$ cat src/rtl/pwm_pkg.sv
// Shared types and constants for the SPI-driven PWM controller.
package pwm_pkg;

   // Capture FSM states
   typedef enum logic [1:0] {
      ST_IDLE   = 2'd0,
      ST_SETTLE = 2'd1,
      ST_CHECK  = 2'd2,
      ST_APPLY  = 2'd3
   } cap_state_t;

   // Opcodes with bit7 set; anything else with bit7 set is rejected
   localparam logic [7:0] OP_DISABLE = 8'h80;
   localparam logic [7:0] OP_ENABLE  = 8'h81;

   // Width of the duty field carried in a command and in the status byte
   localparam int DUTY_W = 7;

   // Limit a requested duty to the number of steps in a period
   function automatic logic [DUTY_W-1:0] clamp_duty(input logic [DUTY_W-1:0] req,
                                                     input int steps);
      logic [DUTY_W-1:0] res;
      res = req;
      if (int'(req) > steps) begin
         res = steps[DUTY_W-1:0];
      end
      return res;
   endfunction

endpackage

$ cat src/rtl/pwm_core.sv
// PWM generator: prescaler, step counter, period-boundary load of the
// shadow settings into the active settings, and the registered compare.
module pwm_core
   import pwm_pkg::*;
#(
   parameter int PRESCALE = 500,
   parameter int STEPS    = 100
) (
   input  logic              clk,
   input  logic              rst,
   input  logic [DUTY_W-1:0] shadow_duty,
   input  logic              shadow_enable,
   output logic              pwm_out,
   output logic [DUTY_W-1:0] duty_active,
   output logic              enable_active
);

   localparam int PRE_W  = (PRESCALE > 1) ? $clog2(PRESCALE) : 1;
   localparam int STEP_W = (STEPS > 1) ? $clog2(STEPS) : 1;
   localparam int CMP_W  = (STEP_W > DUTY_W) ? STEP_W + 1 : DUTY_W + 1;

   localparam logic [PRE_W-1:0]  PRE_LAST  = PRE_W'(PRESCALE - 1);
   localparam logic [STEP_W-1:0] STEP_LAST = STEP_W'(STEPS - 1);

   logic [PRE_W-1:0]  presc_reg;
   logic [STEP_W-1:0] step_reg;
   logic [DUTY_W-1:0] duty_active_reg;
   logic              enable_active_reg;
   logic              pwm_reg;
   logic              tick;
   logic              wrap;

   assign tick = (presc_reg == PRE_LAST);
   assign wrap = tick && (step_reg == STEP_LAST);

   // Prescaler: free-running 0..PRESCALE-1
   always_ff @(posedge clk or negedge rst) begin
      if (!rst) begin
         presc_reg <= '0;
      end else if (tick) begin
         presc_reg <= '0;
      end else begin
         presc_reg <= presc_reg + PRE_W'(1);
      end
   end

   // Step counter: advances once per tick, wraps at STEPS-1
   always_ff @(posedge clk or negedge rst) begin
      if (!rst) begin
         step_reg <= '0;
      end else if (tick) begin
         if (step_reg == STEP_LAST) begin
            step_reg <= '0;
         end else begin
            step_reg <= step_reg + STEP_W'(1);
         end
      end
   end

   // Active settings change only at the period wrap, so no runt pulses;
   // a shadow written on the wrap edge itself is picked up one period later
   always_ff @(posedge clk or negedge rst) begin
      if (!rst) begin
         duty_active_reg   <= '0;
         enable_active_reg <= 1'b0;
      end else if (wrap) begin
         duty_active_reg   <= shadow_duty;
         enable_active_reg <= shadow_enable;
      end
   end

   // Registered compare; duty 0 gives constant low, duty >= STEPS constant high
   always_ff @(posedge clk or negedge rst) begin
      if (!rst) begin
         pwm_reg <= 1'b0;
      end else begin
         pwm_reg <= enable_active_reg && (CMP_W'(step_reg) < CMP_W'(duty_active_reg));
      end
   end

   assign pwm_out       = pwm_reg;
   assign duty_active   = duty_active_reg;
   assign enable_active = enable_active_reg;

endmodule

$ cat src/rtl/pwm_controller.sv
// SPI command front end: synchronizes ss, detects end of transaction,
// double-samples the received byte, decodes it into shadow settings and
// reports the active settings back as the status byte.
module pwm_controller
   import pwm_pkg::*;
#(
   parameter int PRESCALE = 500,
   parameter int STEPS    = 100,
   parameter int SETTLE   = 4
) (
   input  logic       clk,
   input  logic       rst,
   input  logic       ss,
   input  logic [7:0] data_received,
   output logic [7:0] data_to_send,
   output logic       pwm_out,
   output logic       cmd_valid,
   output logic       cmd_err
);

   localparam int SET_W = (SETTLE > 1) ? $clog2(SETTLE) : 1;
   localparam logic [SET_W-1:0] SETTLE_LAST = SET_W'(SETTLE - 1);

   logic              ss_meta_reg;
   logic              ss_sync_reg;
   logic              ss_prev_reg;
   logic              ss_rise;

   cap_state_t        state_reg, state_next;
   logic [SET_W-1:0]  cnt_reg, cnt_next;
   logic [7:0]        sample_a_reg, sample_a_next;
   logic [7:0]        sample_b_reg, sample_b_next;
   logic [DUTY_W-1:0] sh_duty_reg, sh_duty_next;
   logic              sh_enable_reg, sh_enable_next;
   logic              valid_reg, valid_next;
   logic              err_reg, err_next;

   logic [DUTY_W-1:0] duty_active;
   logic              enable_active;

   // Two-flop synchronizer plus edge history; ss idles high, so these reset
   // high to avoid a false end-of-transaction edge right after reset
   always_ff @(posedge clk or negedge rst) begin
      if (!rst) begin
         ss_meta_reg <= 1'b1;
         ss_sync_reg <= 1'b1;
         ss_prev_reg <= 1'b1;
      end else begin
         ss_meta_reg <= ss;
         ss_sync_reg <= ss_meta_reg;
         ss_prev_reg <= ss_sync_reg;
      end
   end

   assign ss_rise = ss_sync_reg && !ss_prev_reg;

   // Capture FSM and command state registers
   always_ff @(posedge clk or negedge rst) begin
      if (!rst) begin
         state_reg     <= ST_IDLE;
         cnt_reg       <= '0;
         sample_a_reg  <= '0;
         sample_b_reg  <= '0;
         sh_duty_reg   <= '0;
         sh_enable_reg <= 1'b0;
         valid_reg     <= 1'b0;
         err_reg       <= 1'b0;
      end else begin
         state_reg     <= state_next;
         cnt_reg       <= cnt_next;
         sample_a_reg  <= sample_a_next;
         sample_b_reg  <= sample_b_next;
         sh_duty_reg   <= sh_duty_next;
         sh_enable_reg <= sh_enable_next;
         valid_reg     <= valid_next;
         err_reg       <= err_next;
      end
   end

   // Next-state, sampling and decode; A and B are compared from registers
   // in APPLY so the async byte never feeds comparison logic directly
   always_comb begin
      state_next     = state_reg;
      cnt_next       = cnt_reg;
      sample_a_next  = sample_a_reg;
      sample_b_next  = sample_b_reg;
      sh_duty_next   = sh_duty_reg;
      sh_enable_next = sh_enable_reg;
      valid_next     = 1'b0;
      err_next       = 1'b0;

      case (state_reg)
         ST_IDLE: begin
            if (ss_rise) begin
               state_next = ST_SETTLE;
               cnt_next   = SETTLE_LAST;
            end
         end

         ST_SETTLE: begin
            if (!ss_sync_reg) begin
               state_next = ST_IDLE;
            end else if (cnt_reg == '0) begin
               sample_a_next = data_received;
               cnt_next      = SETTLE_LAST;
               state_next    = ST_CHECK;
            end else begin
               cnt_next = cnt_reg - SET_W'(1);
            end
         end

         ST_CHECK: begin
            if (cnt_reg == '0) begin
               sample_b_next = data_received;
               state_next    = ST_APPLY;
            end else begin
               cnt_next = cnt_reg - SET_W'(1);
            end
         end

         ST_APPLY: begin
            state_next = ST_IDLE;
            if (sample_a_reg != sample_b_reg) begin
               err_next = 1'b1;
            end else if (!sample_a_reg[7]) begin
               sh_duty_next = clamp_duty(sample_a_reg[DUTY_W-1:0], STEPS);
               valid_next   = 1'b1;
            end else if (sample_a_reg == OP_ENABLE) begin
               sh_enable_next = 1'b1;
               valid_next     = 1'b1;
            end else if (sample_a_reg == OP_DISABLE) begin
               sh_enable_next = 1'b0;
               valid_next     = 1'b1;
            end else begin
               err_next = 1'b1;
            end
         end

         default: begin
            state_next = ST_IDLE;
         end
      endcase
   end

   pwm_core #(
      .PRESCALE (PRESCALE),
      .STEPS    (STEPS)
   ) u_core (
      .clk           (clk),
      .rst           (rst),
      .shadow_duty   (sh_duty_reg),
      .shadow_enable (sh_enable_reg),
      .pwm_out       (pwm_out),
      .duty_active   (duty_active),
      .enable_active (enable_active)
   );

   assign data_to_send = {enable_active, duty_active};
   assign cmd_valid    = valid_reg;
   assign cmd_err      = err_reg;

endmodule

$ cat config.mk
export PLATFORM = sky130hd
export DESIGN_NAME = pwm_controller
export DESIGN_NICKNAME = d
export VERILOG_FILES = /design/src/rtl/pwm_pkg.sv /design/src/rtl/pwm_core.sv /design/src/rtl/pwm_controller.sv
export SDC_FILE = /design/constraint.sdc
export NUM_CORES = 1
export LEC_CHECK = 0
export CAP_MARGIN = 25
export CORE_ASPECT_RATIO = 0.8
export CORE_MARGIN = 3
export CORE_UTILIZATION = 52
export DETAILED_ROUTE_END_ITERATION = 10
export PLACE_DENSITY = 0.73
export SLEW_MARGIN = 20
export SYNTH_ARGS = -nofsm -noshare
export SYNTH_HDL_FRONTEND = slang
export SYNTH_HIERARCHICAL = 1
export SYNTH_SLANG_ARGS = --single-unit
$ cat constraint.sdc
create_clock -name clk -period 1.8 [get_ports clk]
set_input_delay 0.36 -clock clk [delete_from_list [all_inputs] [get_ports clk]]
set_output_delay 0.36 -clock clk [all_outputs]
set_load 0.02 [all_outputs]
==> out/summary.md, run 1 <==
• simple AND/OR/NAND/NOR gates — largest delay contributor family on the critical path
• dfrtp_1 (55), nand2_1 (25), mux2_2 (22) — top cells by instance count after synthesis
• 29.1% — part of the total power dissipated in the clock network
• 6.12 ps — worst-case hold slack
• 9 — CTS buffer count
• true — setup repair after global routing missed its margin
• 5 — cell depth of the worst setup path
• 8.54 mm — wire length of the first global-routing pass
• 0 — number of antenna cells inserted
• 0 — number of flops mapped to enable cells by yosys
• 40 — Cell variety after synth
• 1810 ps — crit path time final
• 2020 ps — arrival time at the worst endpoint
• 0 — fin. max-slew vios
• setup timing — violated checks
• dfrtp_1 (48%), mux2_2 (8.7%), ha_1 (6.6%) — most area-consuming cells after synthesis
• 55.4% — starting density of the core
• 37 — largest net degree at the start of global routing
• 1.40 mW — Psw
• 70 — number of DRC violations after detailed-routing iteration 0
• 2850 µm² — total standard cell area after synthesis
• 28.1% — fraction of layout cells with a size suffix above 1
• 6.58% — arithmetic-cell share of the synthesized area counting full adders, half adders and majority gates
• 11.0 ps — Worst Clk Skew
• 0 — total count of hold-check failures in the final report
• 0 — drc violations
• 100% — Tcrit/Tclk final
• 88.8 µm — die span in x
• built — CTS tree
• 9 — flip-flop count of the largest register, all copies and words added
• 373 — FILL cells
• 22 — number of primary I/O pins
• register to register — class of the most critical setup path
• 1 — final setup violating endpoints
• 5150 µm² — core region area
• 0.553 GHz — maximum clock frequency
• 1.65 nW — Static Leak
• 58 — CTS Sinks
• 72.3 µm — Die Height
• 18.0% — global-route total usage across every layer
• 0 — total gr overflow
• 6.14% — compound-cell area share of the yosys netlist
• 0.899 mV — maximum vdd drop
• 50.6 ps — setup slack after placement
• 340 ps — Clock Latency Late Sink
• 4.25% — XOR/XNOR Fraction of Synth Area
• 0 — antenna violations before repair
• 354 — count of placed standard cells in the final layout, fillers left out
• dfrtp_1 — cell with the most instances after synthesis
• 268 — number of nets in the synthesized netlist
• -7.42 ps — Final WS setup
• 0.879 — routability cong.
• dfrtp_1 — dominant register cell in the synthesized netlist
• 5 — logic depth of the worst register-to-register path
• 335 — # placed instances
• finished, violations left — outcome
• 2020 ps — critical path data required time
• register — kind of end point of the critical path
• 15.0% — multiplexer share of the synthesized area
• 63.1% — worst slew margin relative to its limit
• 313 — Net count, final
• 11.8 µm² — average size of a mapped cell
• multiplexers — main combinational cell family by area after synthesis
• 6 — Yosys Warn Count
• 242 — post-synthesis cell count
• dfrtp_2 — Max stage delay cell, worst path
• 3.70 mm — post-detailed-placement half-perimeter wirelength
• 23.2% — post-synthesis to final-layout area growth
• 41.0% — Reg power frac
• 48.2% — post-synth top area share
• 3220 µm² — Placed Instance Area
• clkbuf_8 — Root Buffer Master
• 1,890 — DR vias
• 1370 µm² — area of combinational cells with multiple inputs
• 100% — async set-or-reset flop fraction in the synthesized netlist
• 14.3% — fraction of the mapped netlist area in simple logic gates
• 21 — input/output buffers
• 1,833 — vias in the first global route
• 4 — Pre-Repair DR Iteration Count
• 58 — register bit count reported by yosys
• input pin to asynchronous set/reset pin — worst min-delay path class
• 70 ps — clock transition time at the flip-flop clock pins of the worst setup and hold paths
• 553 ps — worst-margin pin slew
• dfrtp_1 — largest area contributor in the netlist
• 450 ps — crit-path max cell delay
• 29.9% — combinational cell fraction of total power
• 3 — CTS HTree Levels
• 5.06 mm — final routed wirelength across all metal layers
• 3510 µm² — Design Area, Final
• 51.0% — sequential cell area fraction in the yosys report
• 31.4% — switching share of power
• 68.2% — final core utilization
• 0 — max-capacitance violation count
• 23 — number of rows created at floorplan
• 1460 µm² — Sequential Area
• 3.06 mW — cell internal power dissipation
• 1 — Buf+Inv Stages, Crit Path
• 6420 µm² — die area
• 14.3 µm — per-cell routed wire length
• 0 — antenna-violating nets left
• 1270 nW/µm² — power per standard cell area
• 4 — Max FO, Critical Path
• 2 — Max Root-Sink Buffers
• xnor2_2, nand4_1, nor4_2, buf_4, mux2_2 — worst path cell trace
• register — Critical Path Source Type
• 5.34 — Vias/cell
through the flow:
step	power (mW)	setup TNS, ps
global placement	3.01	0
finish	4.46	-7.42
detailed placement	3.05	0
global route	4.76	-62.4
floorplan	2.67	0
CTS	4.38	0
routing by layer:
metal	GRT usage, %	part of all wire (%)	wire [µm]	vias up
met5	0	0	0	-
met1	25.0	50	2500	903
li1	-	-	-	943
met4	7.89	2.5	128	0
met2	24.8	44	2230	30
met3	7.38	3.9	199	14
power by group through the flow:
stage | combinational [mW] | sequential, mW | clock [mW]
floorplan | 0.904 | 1.77 | 0
global placement | 1.21 | 1.80 | 0
detailed placement | 1.24 | 1.81 | 0
CTS | 1.26 | 1.79 | 1.34
global route | 1.47 | 1.87 | 1.42
finish | 1.33 | 1.83 | 1.30
placed cells by master (no fill, tap or decap), types with 2 or more instances in the layout:
cell type / netlist / routed
o31ai_1: 2 / 2
mux2_2: 22 / 22
nor4_2: 0 / 2
mux2i_1: 5 / 5
o21a_1: 2 / 2
nand3_1: 8 / 8
mux2_4: 8 / 8
inv_1: 15 / 15
dfrtp_1: 55 / 53
nand2b_1: 3 / 3
nand2_1: 25 / 24
o21ai_0: 12 / 12
clkbuf_8: 0 / 10
clkdlybuf4s50_1: 0 / 20
nand4_1: 4 / 4
xnor2_1: 12 / 8
clkinv_2: 0 / 4
ha_1: 15 / 14
nor2b_1: 3 / 3
bufinv_16: 0 / 2
a21oi_1: 9 / 9
dfstp_2: 3 / 3
nor2_1: 11 / 11
and3_1: 5 / 5
dfrtp_2: 0 / 2
xnor2_2: 1 / 5
buf_4: 1 / 13
repair_timing:
item	CTS	global route
buffers inserted	0	3
pin swaps	1	2
hold buffers	0	0
setup endpoints to repair	2	13
cloned	0	0
resized for setup	0	11
final cells by class:
class	instances	share of cell area, %
tap	62	2.21
inverter	15	1.60
multi-input combinational	167	39.0
sequential	58	41.5
timing repair buffer	36	9.51
clock inverter	6	2.28
clock buffer	10	3.92
worst paths after layout:
check | end | slack, ps | from
max | sh_enable_reg | -7 | sample_a_reg[5]
min | cmd_err | 6 | rst
max reg2reg | sh_enable_reg | -7 | sample_a_reg[5]
min reg2reg | ss_sync_reg | 360 | ss_meta_reg
max in group asynchronous | u_core/presc_reg[0] | 1220 | rst
min in group clk | ss_sync_reg | 360 | ss_meta_reg
cells by family after synthesis:
kind of cell / Yosys count
AO/OA/AOI/OAI: 30
flip-flops: 58
multiplexers: 36
buffers and inverters: 17
adder cells (fa/ha/maj): 15
AND/OR/NAND/NOR: 73
XOR/XNOR: 13
(Power assumes the default switching activity.)
==> run 2, diff against run 1 <==
==> constraint.sdc (replaced) <==
create_clock -name clk -period 1.8 [get_ports clk]
set_input_delay 0.36 -clock clk [delete_from_list [all_inputs] [get_ports clk]]
set_output_delay 0.36 -clock clk [all_outputs]
set_load 0.1 [all_outputs]
==> run 2 against run 1 <==
Against the previous run:
- highest routed layer unchanged
- worst hold slack gained 350 ps
- cell count is the same
- the flow now finishes without violations
- clock-buffer cell count grew 4
- sequential share of layout area shrank 0.97 points
- routed wire length grew 3.9%
- first-iteration DRC count grew 5.7%
- core utilization grew 1.7 points
- final area grew 2.6%
- non-clock buffer count is the same
- setup slack gained 57 ps
==> out/summary.md, run 2 (synthesized netlist as in run 1, its figures left out) <==
• 26.3% — post-synthesis to final-layout area growth
• 0 — number of antenna cells inserted
• 55.4% — starting density of the core
• complete, no violations — outcome
• 1970 ps — arrival time at the worst endpoint
• 2.53 mm — routed metal-1 wire length
• 97.2% — Tcrit/Tclk final
• 330 ps — Clock Latency Late Sink
• 39 — largest net degree at the start of global routing
• built — CTS tree
• 5150 µm² — core region area
• 1,890 — vias in the first global route
• 0 — fin. max-slew vios
• 9 — CTS buffer count
• 2020 ps — critical path data required time
• xnor2_1, nand2_1, nor4_4, buf_6, mux2_2 — worst path cell trace
• 0 — final setup violating endpoints
• 1,956 — DR vias
• 0.709 mV — maximum vdd drop
• 0 — cell depth of the worst hold path
• 1750 ps — crit path time final
• 3 — CTS HTree Levels
• 5.25 mm — final routed wirelength across all metal layers
• 38.2 ps — setup slack after placement
• 334 — # placed instances
• 5.53 — Vias/cell
• 0 — drc violations
• 0 — total count of hold-check failures in the final report
• 8.62 mm — wire length of the first global-routing pass
• 7 — Max FO, Critical Path
• register — kind of end point of the critical path
• register to register — class of the most critical setup path
• 356 — FILL cells
• 58 — CTS Sinks
• register to register — worst min-delay path class
• 22 — number of primary I/O pins
• 14.8 µm — per-cell routed wire length
• 0 — total gr overflow
• 31.5% — fraction of layout cells with a size suffix above 1
• 21 — input/output buffers
• 313 — Net count, final
• 9 — flip-flop count of the largest register, all copies and words added
• dfrtp_1 — Max stage delay cell, worst path
• 4.62 ps — Worst Clk Skew
• 3.70 mm — post-detailed-placement half-perimeter wirelength
• clkbuf_8 — Root Buffer Master
• dfrtp_1 (51), nand2_1 (25), mux2_2 (22) — commonest cells after routing, fill and taps aside
• 492 ps — worst-margin pin slew
• 67.2% — worst slew margin relative to its limit
• 1200 nW/µm² — power per standard cell area
• 2.41 mm — Met2 Routed Length
• 0 — max-capacitance violation count
• 49.6 ps — Final WS setup
• 88.8 µm — die span in x
• 440 ps — crit-path max cell delay
• 18.1% — global-route total usage across every layer
• 6420 µm² — die area
• 72.3 µm — Die Height
• 0.908 — routability cong.
• 0 — antenna-violating nets left
• 1.69 nW — Static Leak
• 0 — antenna violations before repair
• met4 — highest metal used
• 60 ps — clock transition time at the flip-flop clock pins of the worst setup and hold paths
• register — Critical Path Source Type
• 236 µm — routed length on met3
• 0 ps — post-route setup TNS
• 4 — Pre-Repair DR Iteration Count
• 354 — count of placed standard cells in the final layout, fillers left out
• dfrtp_1 — leading cell type in the layout, fill and taps excluded
• 2 — Max Root-Sink Buffers
• 0.571 GHz — maximum clock frequency
• 23 — number of rows created at floorplan
• 4.34 mW — power after layout
• 74 — number of DRC violations after detailed-routing iteration 0
• 5 — logic depth of the worst register-to-register path
-- run 2: cell type report --
class                           instances  area (µm²)  share of cell area (%)
Timing Repair Buffer                   36         447                    12.4
Clock buffer                           14         173                    4.79
Tap cell                               62        77.6                    2.15
Multi-Input combinational cell        167        1380                    38.3
Sequential cell                        58        1460                    40.5
Clock inverter                          2        10.0                   0.278
Inverter                               15        56.3                    1.56
-- run 2: metal layers --
layer	vias up	GRT usage (%)
met5	-	0
met4	0	5.87
met3	9	7.49
met2	45	27.1
met1	959	23.9
li1	943	-
-- run 2: worst max-delay path, delay by kind of cell (launching register included) --
kind / cells / cell delay (ps)
xor gates and xnor gates: 1 / 220
buffers and inverters: 1 / 170
DFF: 1 / 440
muxes: 1 / 340
and+or+nand+nor: 2 / 460
-- run 2: repair_timing --
action / CTS / global route
setup buffers: 0 / 3
setup endpoints to repair: 0 / 13
endpoints found under the hold margin: 17 / 0
gates resized for setup: 0 / 12
hold buffers: 1 / 0
-- run 2: power breakdown --
| group | internal [mW] | leakage [nW] | switching, mW |
|---|---|---|---|
| Combinational | 0.713 | 0.862 | 0.671 |
| Clock | 0.609 | 0.0965 | 0.488 |
| Sequential | 1.57 | 0.734 | 0.286 |
| Total | 2.89 | 1.69 | 1.45 |
-- run 2: path summary, 6_finish.rpt --
kind / startpoint / to / slack (ps)
max: sample_a_reg[2] / sh_duty_reg[1] / 50
min: ss_meta_reg / ss_sync_reg / 360
max reg2reg: sample_a_reg[2] / sh_duty_reg[1] / 50
min reg2reg: ss_meta_reg / ss_sync_reg / 360
max in group asynchronous: rst / u_core/duty_active[6] / 700
min in group asynchronous: rst / cmd_valid / 520
-- run 2: through the flow --
step	hold WS [ps]	util [%]	area, µm²
after floorplan	64.4	-	2850
after global placement	345	64.5	3320
after detailed placement	349	64.5	3320
after CTS	358	68.3	3520
after global routing	367	70.0	3600
final	356	70.0	3600
